File: src/rtl/fifo_rate_pkg.sv
`default_nettype none
// fifo_rate_pkg: shared state encoding, default widths and request-flag helper
// for the FIFO rate controller.
package fifo_rate_pkg;

  localparam int DEF_CNT_W  = 3;
  localparam int DEF_LEN_W  = 8;
  localparam int DEF_DATA_W = 8;

  typedef enum logic [1:0] {
    ST_IDLE  = 2'd0,
    ST_RUN   = 2'd1,
    ST_FLUSH = 2'd2,
    ST_DONE  = 2'd3
  } state_t;

  // A tick always (re)arms the request; otherwise it survives until a strobe consumes it.
  function automatic logic req_next(input logic req, input logic tick, input logic strobe);
    return tick | (req & ~strobe);
  endfunction

endpackage
`default_nettype wire

File: src/rtl/rate_tick_gen.sv
`default_nettype none
// rate_tick_gen: counts 0..div while enabled and fires a tick on the terminal count.
// Holding enable low parks the counter at zero.
module rate_tick_gen
  import fifo_rate_pkg::*;
#(
  parameter int CNT_W = DEF_CNT_W
) (
  input  logic             clk,
  input  logic             reset_n,
  input  logic             enable,
  input  logic [CNT_W-1:0] div,
  output logic             tick
);

  localparam logic [CNT_W-1:0] CNT_ONE = {{(CNT_W-1){1'b0}}, 1'b1};

  logic [CNT_W-1:0] count;

  always_ff @(posedge clk or negedge reset_n) begin
    if (!reset_n) begin
      count <= '0;
    end else if (!enable || (count == div)) begin
      count <= '0;
    end else begin
      count <= count + CNT_ONE;
    end
  end

  assign tick = enable && (count == div);

endmodule
`default_nettype wire

File: src/rtl/fifo_rate_ctrl.sv
`default_nettype none
// fifo_rate_ctrl: drives one FIFO's write/read strobes at programmable rates for a
// burst of N words and checks the read-back incrementing pattern.
module fifo_rate_ctrl
  import fifo_rate_pkg::*;
#(
  parameter int CNT_W  = DEF_CNT_W,
  parameter int LEN_W  = DEF_LEN_W,
  parameter int DATA_W = DEF_DATA_W
) (
  input  logic              clk,
  input  logic              reset_n,
  input  logic              start,
  input  logic              abort,
  input  logic [CNT_W-1:0]  wr_div,
  input  logic [CNT_W-1:0]  rd_div,
  input  logic [LEN_W-1:0]  burst_len,
  input  logic              fifo_full,
  input  logic              fifo_empty,
  input  logic [DATA_W-1:0] fifo_rd_data,
  output logic              fifo_wr_en,
  output logic [DATA_W-1:0] fifo_wr_data,
  output logic              fifo_rd_en,
  output logic              busy,
  output logic              done,
  output logic              aborted,
  output logic              err,
  output logic [LEN_W-1:0]  wr_count,
  output logic [LEN_W-1:0]  rd_count
);

  localparam logic [LEN_W-1:0] LEN_ONE = {{(LEN_W-1){1'b0}}, 1'b1};

  state_t             state;
  logic [CNT_W-1:0]   wr_div_q;
  logic [CNT_W-1:0]   rd_div_q;
  logic [LEN_W-1:0]   len_q;
  logic               wr_req;
  logic               rd_req;
  logic               chk_pend;
  logic [DATA_W-1:0]  exp_data;

  logic               run;
  logic               flush;
  logic               wr_tick;
  logic               rd_tick;
  logic               rd_en_run;
  logic               last_read;

  assign run   = (state == ST_RUN);
  assign flush = (state == ST_FLUSH);

  rate_tick_gen #(.CNT_W(CNT_W)) u_wr_tick (
    .clk     (clk),
    .reset_n (reset_n),
    .enable  (run),
    .div     (wr_div_q),
    .tick    (wr_tick)
  );

  rate_tick_gen #(.CNT_W(CNT_W)) u_rd_tick (
    .clk     (clk),
    .reset_n (reset_n),
    .enable  (run),
    .div     (rd_div_q),
    .tick    (rd_tick)
  );

  assign fifo_wr_en   = run && wr_req && !fifo_full && (wr_count < len_q);
  assign rd_en_run    = run && rd_req && !fifo_empty && (rd_count < len_q);
  assign fifo_rd_en   = rd_en_run || (flush && !fifo_empty);
  assign fifo_wr_data = wr_count[DATA_W-1:0];
  assign busy         = run || flush;

  // The final read moves straight to DONE so its data check lands in DONE.
  assign last_read    = rd_en_run && (rd_count == (len_q - LEN_ONE));

  always_ff @(posedge clk or negedge reset_n) begin
    if (!reset_n) begin
      state    <= ST_IDLE;
      wr_div_q <= '0;
      rd_div_q <= '0;
      len_q    <= '0;
      wr_req   <= 1'b0;
      rd_req   <= 1'b0;
      chk_pend <= 1'b0;
      exp_data <= '0;
      wr_count <= '0;
      rd_count <= '0;
      done     <= 1'b0;
      aborted  <= 1'b0;
      err      <= 1'b0;
    end else begin
      done     <= 1'b0;

      if (run) begin
        wr_req <= req_next(wr_req, wr_tick, fifo_wr_en);
        rd_req <= req_next(rd_req, rd_tick, rd_en_run);
      end else begin
        wr_req <= 1'b0;
        rd_req <= 1'b0;
      end

      if (fifo_wr_en) begin
        wr_count <= wr_count + LEN_ONE;
      end
      if (fifo_rd_en) begin
        rd_count <= rd_count + LEN_ONE;
        exp_data <= rd_count[DATA_W-1:0];
      end

      // Only words read during RUN are checked; flushed data is discarded.
      chk_pend <= rd_en_run;
      if (chk_pend && !flush && (fifo_rd_data != exp_data)) begin
        err <= 1'b1;
      end

      unique case (state)
        ST_IDLE: begin
          if (start) begin
            wr_div_q <= wr_div;
            rd_div_q <= rd_div;
            len_q    <= burst_len;
            wr_count <= '0;
            rd_count <= '0;
            err      <= 1'b0;
            aborted  <= 1'b0;
            state    <= (burst_len == '0) ? ST_DONE : ST_RUN;
          end
        end
        ST_RUN: begin
          if (last_read) begin
            state <= ST_DONE;
          end else if (abort) begin
            state   <= ST_FLUSH;
            aborted <= 1'b1;
          end
        end
        ST_FLUSH: begin
          if (fifo_empty) begin
            state <= ST_DONE;
          end
        end
        ST_DONE: begin
          state <= ST_IDLE;
          done  <= 1'b1;
        end
      endcase
    end
  end

endmodule
`default_nettype wire

File: config.mk
export PLATFORM = sky130hd
export DESIGN_NAME = fifo_rate_ctrl
export DESIGN_NICKNAME = d
export VERILOG_FILES = /design/src/rtl/fifo_rate_pkg.sv /design/src/rtl/rate_tick_gen.sv /design/src/rtl/fifo_rate_ctrl.sv
export SDC_FILE = /design/constraint.sdc
export NUM_CORES = 1
export LEC_CHECK = 0
export ABC_AREA = 1
export BUFFER_PORTS_ARGS = -buffer_cell sky130_fd_sc_hd__buf_4
export CAP_MARGIN = 5
export CORE_MARGIN = 5
export CORE_UTILIZATION = 37
export DETAILED_ROUTE_END_ITERATION = 10
export GPL_TIMING_DRIVEN = 0
export HOLD_SLACK_MARGIN = 0.12
export SETUP_SLACK_MARGIN = 0.5
export SLEW_MARGIN = 0
export SYNTH_ARGS = -nofsm -noshare
export SYNTH_HDL_FRONTEND = slang
export SYNTH_SLANG_ARGS = --single-unit
File: constraint.sdc
create_clock -name clk -period 2 [get_ports clk]
set_input_delay 0.2 -clock clk [delete_from_list [all_inputs] [get_ports clk]]
set_output_delay 0.2 -clock clk [all_outputs]
set_load 0.03 [all_outputs]
# ---- Word level (Yosys, flattened, before mapping)
# Cells that the tools add are included.
# Widths: inputs -> output; s select.
dict set report op_classes {
  n_eq_ne 12
  magnitude_cmp 2
  mux 24
  mul 0
  shift 0
  bitwise_logic 6
  div 0
  add_sub_neg 5
  n_reduce_logical 26
}
# cell n
set op_table {}
lappend op_table {{$mux 8} 6}
lappend op_table {{$add 8x1->8 const B} 2}
lappend op_table {{$lt 8x8->1} 2}
lappend op_table {{$logic_and 1x1->1} 12}
lappend op_table {{$mux 2} 5}
lappend op_table {{$mux 1} 9}
lappend op_table {{$eq 8x8->1} 1}
lappend op_table {{$logic_not 8->1} 1}
lappend op_table {{$ne 2x2->1 const B} 4}
lappend op_table {{$ne 8x8->1} 1}
lappend op_table {{$pmux 2 s4} 1}
lappend op_table {{$sub 8x1->8 const B} 1}
lappend op_table {{$add 3x1->3 const B} 2}
lappend op_table {{$eq 3x3->1} 2}
lappend op_table {{$mux 3} 2}
lappend op_table {{$eq 2x2->1 const B} 2}
lappend op_table {{$logic_not 1->1} 4}
lappend op_table {{$logic_or 1x1->1} 4}
lappend op_table {{$reduce_and 4->1} 1}
lappend op_table {{$ne 3x2->1 const B} 1}
lappend op_table {{$reduce_and 3->1} 1}
lappend op_table {{$and 1x1->1} 2}
lappend op_table {{$eq 2x1->1 const B} 1}
lappend op_table {{$logic_not 2->1} 1}
lappend op_table {{other kinds (5)} 7}
dict set report totals {
  rom_bits 0
  memories 0
  ff_bits 52
  input_bits 28
  ram_bits 0
  latchBits 0
}

# ---- Depth between registers and ports, before layout
dict set report depth {
  depth_word 8
  depth_mapped 14
  ltp_nobuf 14
}

# ---- Modules after synthesis
# A second synthesis with hierarchy kept.
dict set report hier_totals {
  cells_unflattened 433
  hier_area_um2 3256.9
}
# module cells_per_inst area_per_inst_um2 n_inst
set by_module_without_submodules {}
lappend by_module_without_submodules {fifo_rate_ctrl 385 2894.0 1}
lappend by_module_without_submodules {rate_tick_gen 24 181.4 2}

# ---- Worst setup path before layout
# No wires, ideal clock.
dict set report synth_path {
  kind {register to register}
  from {reg wr_count[5] (netlist: fifo_wr_data[5])}
  to {reg wr_count[4] (netlist: fifo_wr_data[4])}
  setup_time_ps 77
  n_path_buf 0
  stages_incl_launch_ff 9
  required_time_ps 1923
  arrival_time_ps 1923
  slack_ps 0
  cell_sequence {dfrtp_1 -> ha_1 -> a21oi_1 -> nor2_1 -> a211oi_4 -> nand3_2 -> inv_2 -> nand3_1 -> a21oi_1}
}
dict set report synth_via {
  elab_chain_len 5
}
# element line
set synth_rtl {}
lappend synth_rtl {{start: declaration} fifo_rate_ctrl.sv:28} ;# output logic [LEN_W-1:0] wr_count,
lappend synth_rtl {{start signal: assignment} fifo_rate_ctrl.sv:105} ;# wr_count <= wr_count + LEN_ONE;
lappend synth_rtl {{$lt 8x8->1 (*)} fifo_rate_ctrl.sv:69} ;# assign fifo_wr_en = run && wr_req && !fifo_full && (wr_count < len_q);
lappend synth_rtl {{$logic_and 1x1->1 (*)} fifo_rate_ctrl.sv:69}
lappend synth_rtl {{via fifo_wr_en} fifo_rate_ctrl.sv:21} ;# output logic fifo_wr_en,
lappend synth_rtl {{$mux 8 (*)} fifo_rate_ctrl.sv:104} ;# if (fifo_wr_en) begin
lappend synth_rtl {{$mux 8} fifo_rate_ctrl.sv:120} ;# if (start) begin
lappend synth_rtl {{$mux 8 (*)} fifo_rate_ctrl.sv:118} ;# unique case (state)
# Mark *: on every way through the listed nets, which the timed path passes. The rest lies on a longest branch.
# A chain may end at the register's enable or synchronous reset.

# ---- Final worst setup path
dict set report layout_path {
  from {reg len_q[1]}
  to {out fifo_rd_en}
}
dict set report layout_via {
  elab_chain_len 3
}
# element line
set layout_rtl {}
lappend layout_rtl {{start: declaration} fifo_rate_ctrl.sv:37} ;# logic [LEN_W-1:0] len_q;
lappend layout_rtl {{start signal: assignment} fifo_rate_ctrl.sv:123} ;# len_q <= burst_len;
lappend layout_rtl {{$lt 8x8->1} fifo_rate_ctrl.sv:70} ;# assign rd_en_run = run && rd_req && !fifo_empty && (rd_count < len_q);
lappend layout_rtl {{$logic_and 1x1->1} fifo_rate_ctrl.sv:70}
lappend layout_rtl {{$logic_or 1x1->1} fifo_rate_ctrl.sv:71} ;# assign fifo_rd_en = rd_en_run || (flush && !fifo_empty);
lappend layout_rtl {{end: declaration} fifo_rate_ctrl.sv:23} ;# output logic fifo_rd_en,
# No other way between the ends.

==> run summary <==
* **HP Class** in2reg
* **CTS clock-pin slew for the worst setup and hold paths** 0.10 ns
* **cell chosen for the clock root** sky130_fd_sc_hd__clkbuf_8
* **achievable clock frequency** 487 MHz
* **final weighted congestion in routability-driven placement** 0.870
* **final critical delay including setup and external delays** 2.05 ns
* **LEAKAGE** 2.38 nW
* **Switching Power** 2.37 mW
* **IO Pins** 58
* **utilization after layout** 57.3%
* **total number of vias** 2996
* **global-route wire length before repair** 13600 um
* **post-detailed-route wirelength per cell** 13.3 um
* **Cell Chain, Critical Path** inv_2 -> ha_4 -> a21oi_2 -> o21ai_2 -> nand2_1 -> nand4_1 -> nand2_4 -> buf_8 -> buf_6
* **share of total power in sequential cells** 28.6%
* **Die X-Extent** 103 um
* **combinational group share of total power** 58.1%
* **violated checks** negative setup slack
* **critical path startpoint category** register
* **HPWL Detailed** 5740 um
* **wire length on met1** 3710 um
* **status** finished, violations left
* **category of the critical setup timing path** reg2out
* **vertical die dimension** 103 um
* **remaining max-slew budget at the tightest pin** 55.0%
* **number of buffers and inverters on the critical path** 3
* **crit path setup slack, layout** -0.0524 ns
* **maximum cell stage delay along the critical path** 0.40 ns
* **count of unique library cells instantiated by Yosys** 27
* **highest layer used for signal routing** met4
* **unrepaired setup endpoints after global routing** yes
* **data required time of the worst path** 1.80 ns
* **via count of the first global-routing pass** 2905
* **TritonCTS clock tree** built
* **worst slew pin tran** 0.676 ns
* **vias per cell** 4.76
* **Antenna Diode Count** 0
* **final setup violation count** 4
* **total global routing track utilization** 16.4%
* **internal reg-to-reg setup slack** -0.04 ns
* **post-synth net total** 462
* **antenna viol nets, final** 0
* **Total Die Area** 0.0106 mm^2
* **wire length on met3** 257 um
* **cell family contributing the most delay on the critical path** flip-flops
* **Post-Synthesis Mean Instance Area** 7.79 um^2
* **area of the core** 0.00830 mm^2
* **drt initial violations** 97
* **mapped cell area** 0.00319 mm^2
* **H-Tree Level Count** 2
* **VDD IR max** 0.644 mV
* **clk sink count** 52
* **pins over their slew limit** 0
* **sequential area share after synthesis** 40.8%
* **most area-hungry cell type in the Yosys netlist** sky130_fd_sc_hd__dfrtp_1
* **count of unresolved DRC violations after routing** 0
* **power share of the clock group** 13.2%
* **switching share of total power** 42.9%
* **starting density of the core** 38.5%
* **number of antenna violations at the first check in global routing** 0
* **Critical Path AT** 1.85 ns
* **count of synthesis-stage warnings from yosys** 0
* **standard cell with the maximum stage delay on the critical path** sky130_fd_sc_hd__dfrtp_1
* **Layout Skew** 0.00550 ns
* **internal cell power** 3.15 mW
* **Longest Clk Path Bufs** 2
* **CTS buffer count** 5
* **final critical-path share of the clock period** 103%
* **number of max-cap violations** 0
* **standard-cell row count** 33
* **GRT Residual Overflow** 0
* **Worst Setup End Kind** output port
* **leading cell types by total area after synthesis** sky130_fd_sc_hd__dfrtp_1, sky130_fd_sc_hd__nand2_1, sky130_fd_sc_hd__ha_1
* **# fillers** 738
* **Post-Synthesis Cells** 410
* **wire length on met2** 4280 um
* **source-to-sink clock delay at the later pin of the worst-skew pair** 0.30 ns
* **layout overhead on the synthesized area** 48.9%
* **fraction of synthesized cell area taken by the top area cell type** 40.8%
* **wire length reported by the detailed router** 8360 um
* **power density over the cells** 1160 mW/mm^2
* **worst slack at placement** -0.151 ns
* **pin count of the biggest net entering global routing** 53
* **Port Buffers** 57
* **nets** 576
* **register bit total from synthesis** 52
* **share of layout cells above drive strength 1** 42.1%
* **length of the first detailed-routing pass in iterations** 4
* **crit path max fanout** 3
* **endpoints failing hold** 0
[final cells by class]
cell class                 instances  area, um^2  area share (%)
buffer                            14         129            2.71
multi-input combinational        291        1950            41.0
inverter                          53         214            4.50
clock inverter                     3        42.5           0.895
timing repair buffer             107         900            18.9
clock buffer                       5        68.8            1.45
sequential                        52        1320            27.8
tap                              105         131            2.76
[cells in the mapped netlist, drive strengths merged]
| master | instances |
|---|---|
| a211oi | 1 |
| a21oi | 21 |
| a31oi | 1 |
| buf | 10 |
| clkbuf | 4 |
| dfrtp | 52 |
| ha | 24 |
| inv | 53 |
| nand2 | 111 |
| nand3 | 25 |
| nand4 | 11 |
| nor2 | 36 |
| nor3 | 4 |
| nor3b | 1 |
| nor4 | 3 |
| o21a | 3 |
| o21ai | 28 |
| or2 | 4 |
| xnor2 | 13 |
| xor2 | 5 |
[metal layers]
metal / vias to the layer above / GRT usage, %
li1: 1537 / -
met1: 1414 / 20.8
met2: 37 / 29.1
met3: 8 / 2.71
met4: 0 / 3.78
met5: - / 0
[placed cells by master, fill, tap and decap left out, drive strengths merged]
cell type	count
clkinv	2
nand3	25
dfrtp	52
bufinv	1
nor3b	1
a31oi	1
nor4	3
clkbuf	8
nand2	111
nand4	11
nor3	4
buf	107
or2	4
ha	24
o21a	3
xnor2	13
dlygate4sd3	11
nor2	36
o21ai	28
a21oi	21
xor2	5
a211oi	1
clkinvlp	1
inv	52
[per-stage QoR]
step | cells | power, mW | TNS [ns] | area, um^2 | hold WS (ns)
2_1_floorplan | 410 | 3.35 | 0 | 3340 | -0.0956
3_3_place_gp | 572 | 3.95 | -0.376 | 3900 | 0.286
3_5_place_dp | 572 | 4.00 | -0.871 | 3900 | 0.290
4_1_cts | 616 | 5.18 | -0.0263 | 4480 | 0.120
5_1_grt | 630 | 6.00 | -1.07 | 4750 | 0.133
6_report | 630 | 5.52 | -0.0939 | 4750 | 0.125
[worst paths after layout]
kind,start,end,cells after the start
max,len_q[1]$_DFFE_PN0P_,fifo_rd_en,9
min,burst_len[5],len_q[5]$_DFFE_PN0P_,3
max reg2reg,len_q[1]$_DFFE_PN0P_,rd_count[2]$_DFF_PN0_,13
min reg2reg,u_rd_tick.count[0]$_DFF_PN0_,u_rd_tick.count[0]$_DFF_PN0_,1
max in group asynchronous,reset_n,rd_count[1]$_DFF_PN0_,2
min in group asynchronous,reset_n,u_wr_tick.count[0]$_DFF_PN0_,2
[worst register-to-register path, stage by stage, from the launching register on]
cell and delay (ns):
sky130_fd_sc_hd__dfrtp_1 0.40, sky130_fd_sc_hd__inv_2 0.10, sky130_fd_sc_hd__ha_4 0.20, sky130_fd_sc_hd__a21oi_2 0.14, sky130_fd_sc_hd__o21ai_2 0.09, sky130_fd_sc_hd__nand2_1 0.09, sky130_fd_sc_hd__nand4_1 0.18, sky130_fd_sc_hd__nand2_4 0.12
sky130_fd_sc_hd__buf_6 0.10, sky130_fd_sc_hd__buf_8 0.13, sky130_fd_sc_hd__inv_8 0.04, sky130_fd_sc_hd__buf_6 0.13, sky130_fd_sc_hd__nor3_2 0.14, sky130_fd_sc_hd__nor3_1 0.07
[flip-flops by register name (all words and copies together), names as in the netlist, 2 cells and up]
name	flops
rd_div_q	3
exp_data	8
wr_div_q	3
len_q	8
fifo_wr_data	8
u_rd_tick.count	3
rd_count	8
state	2
u_wr_tick.count	3
[logic make-up after synthesis]
group           after synthesis  share of synthesized area [%]
simple gates                195                           26.7
buf+inv                      67                           8.97
compound gates               54                           9.21
flops                        52                           40.8
fa+ha+maj                    24                           9.40
xor+xnor                     18                           4.94
[power by group through the flow]
| stage | Sequential (mW) | Combinational (mW) | Clock [mW] |
|---|---|---|---|
| 6_report | 1.58 | 3.21 | 0.731 |
| 5_1_grt | 1.63 | 3.57 | 0.803 |
| 4_1_cts | 1.57 | 2.86 | 0.752 |
| 3_5_place_dp | 1.64 | 2.37 | 0 |
| 3_3_place_gp | 1.63 | 2.32 | 0 |
| 2_1_floorplan | 1.69 | 1.66 | 0 |
[timing repair]
item	in CTS	in global routing
cloned	1	0
hold buffers	11	0
hold endpoints to repair	62	0
resized for setup	65	43
buffers inserted	24	14
pin swaps	17	16
endpoints found under the setup margin	48	46
Power figures use the tool's default switching activity.
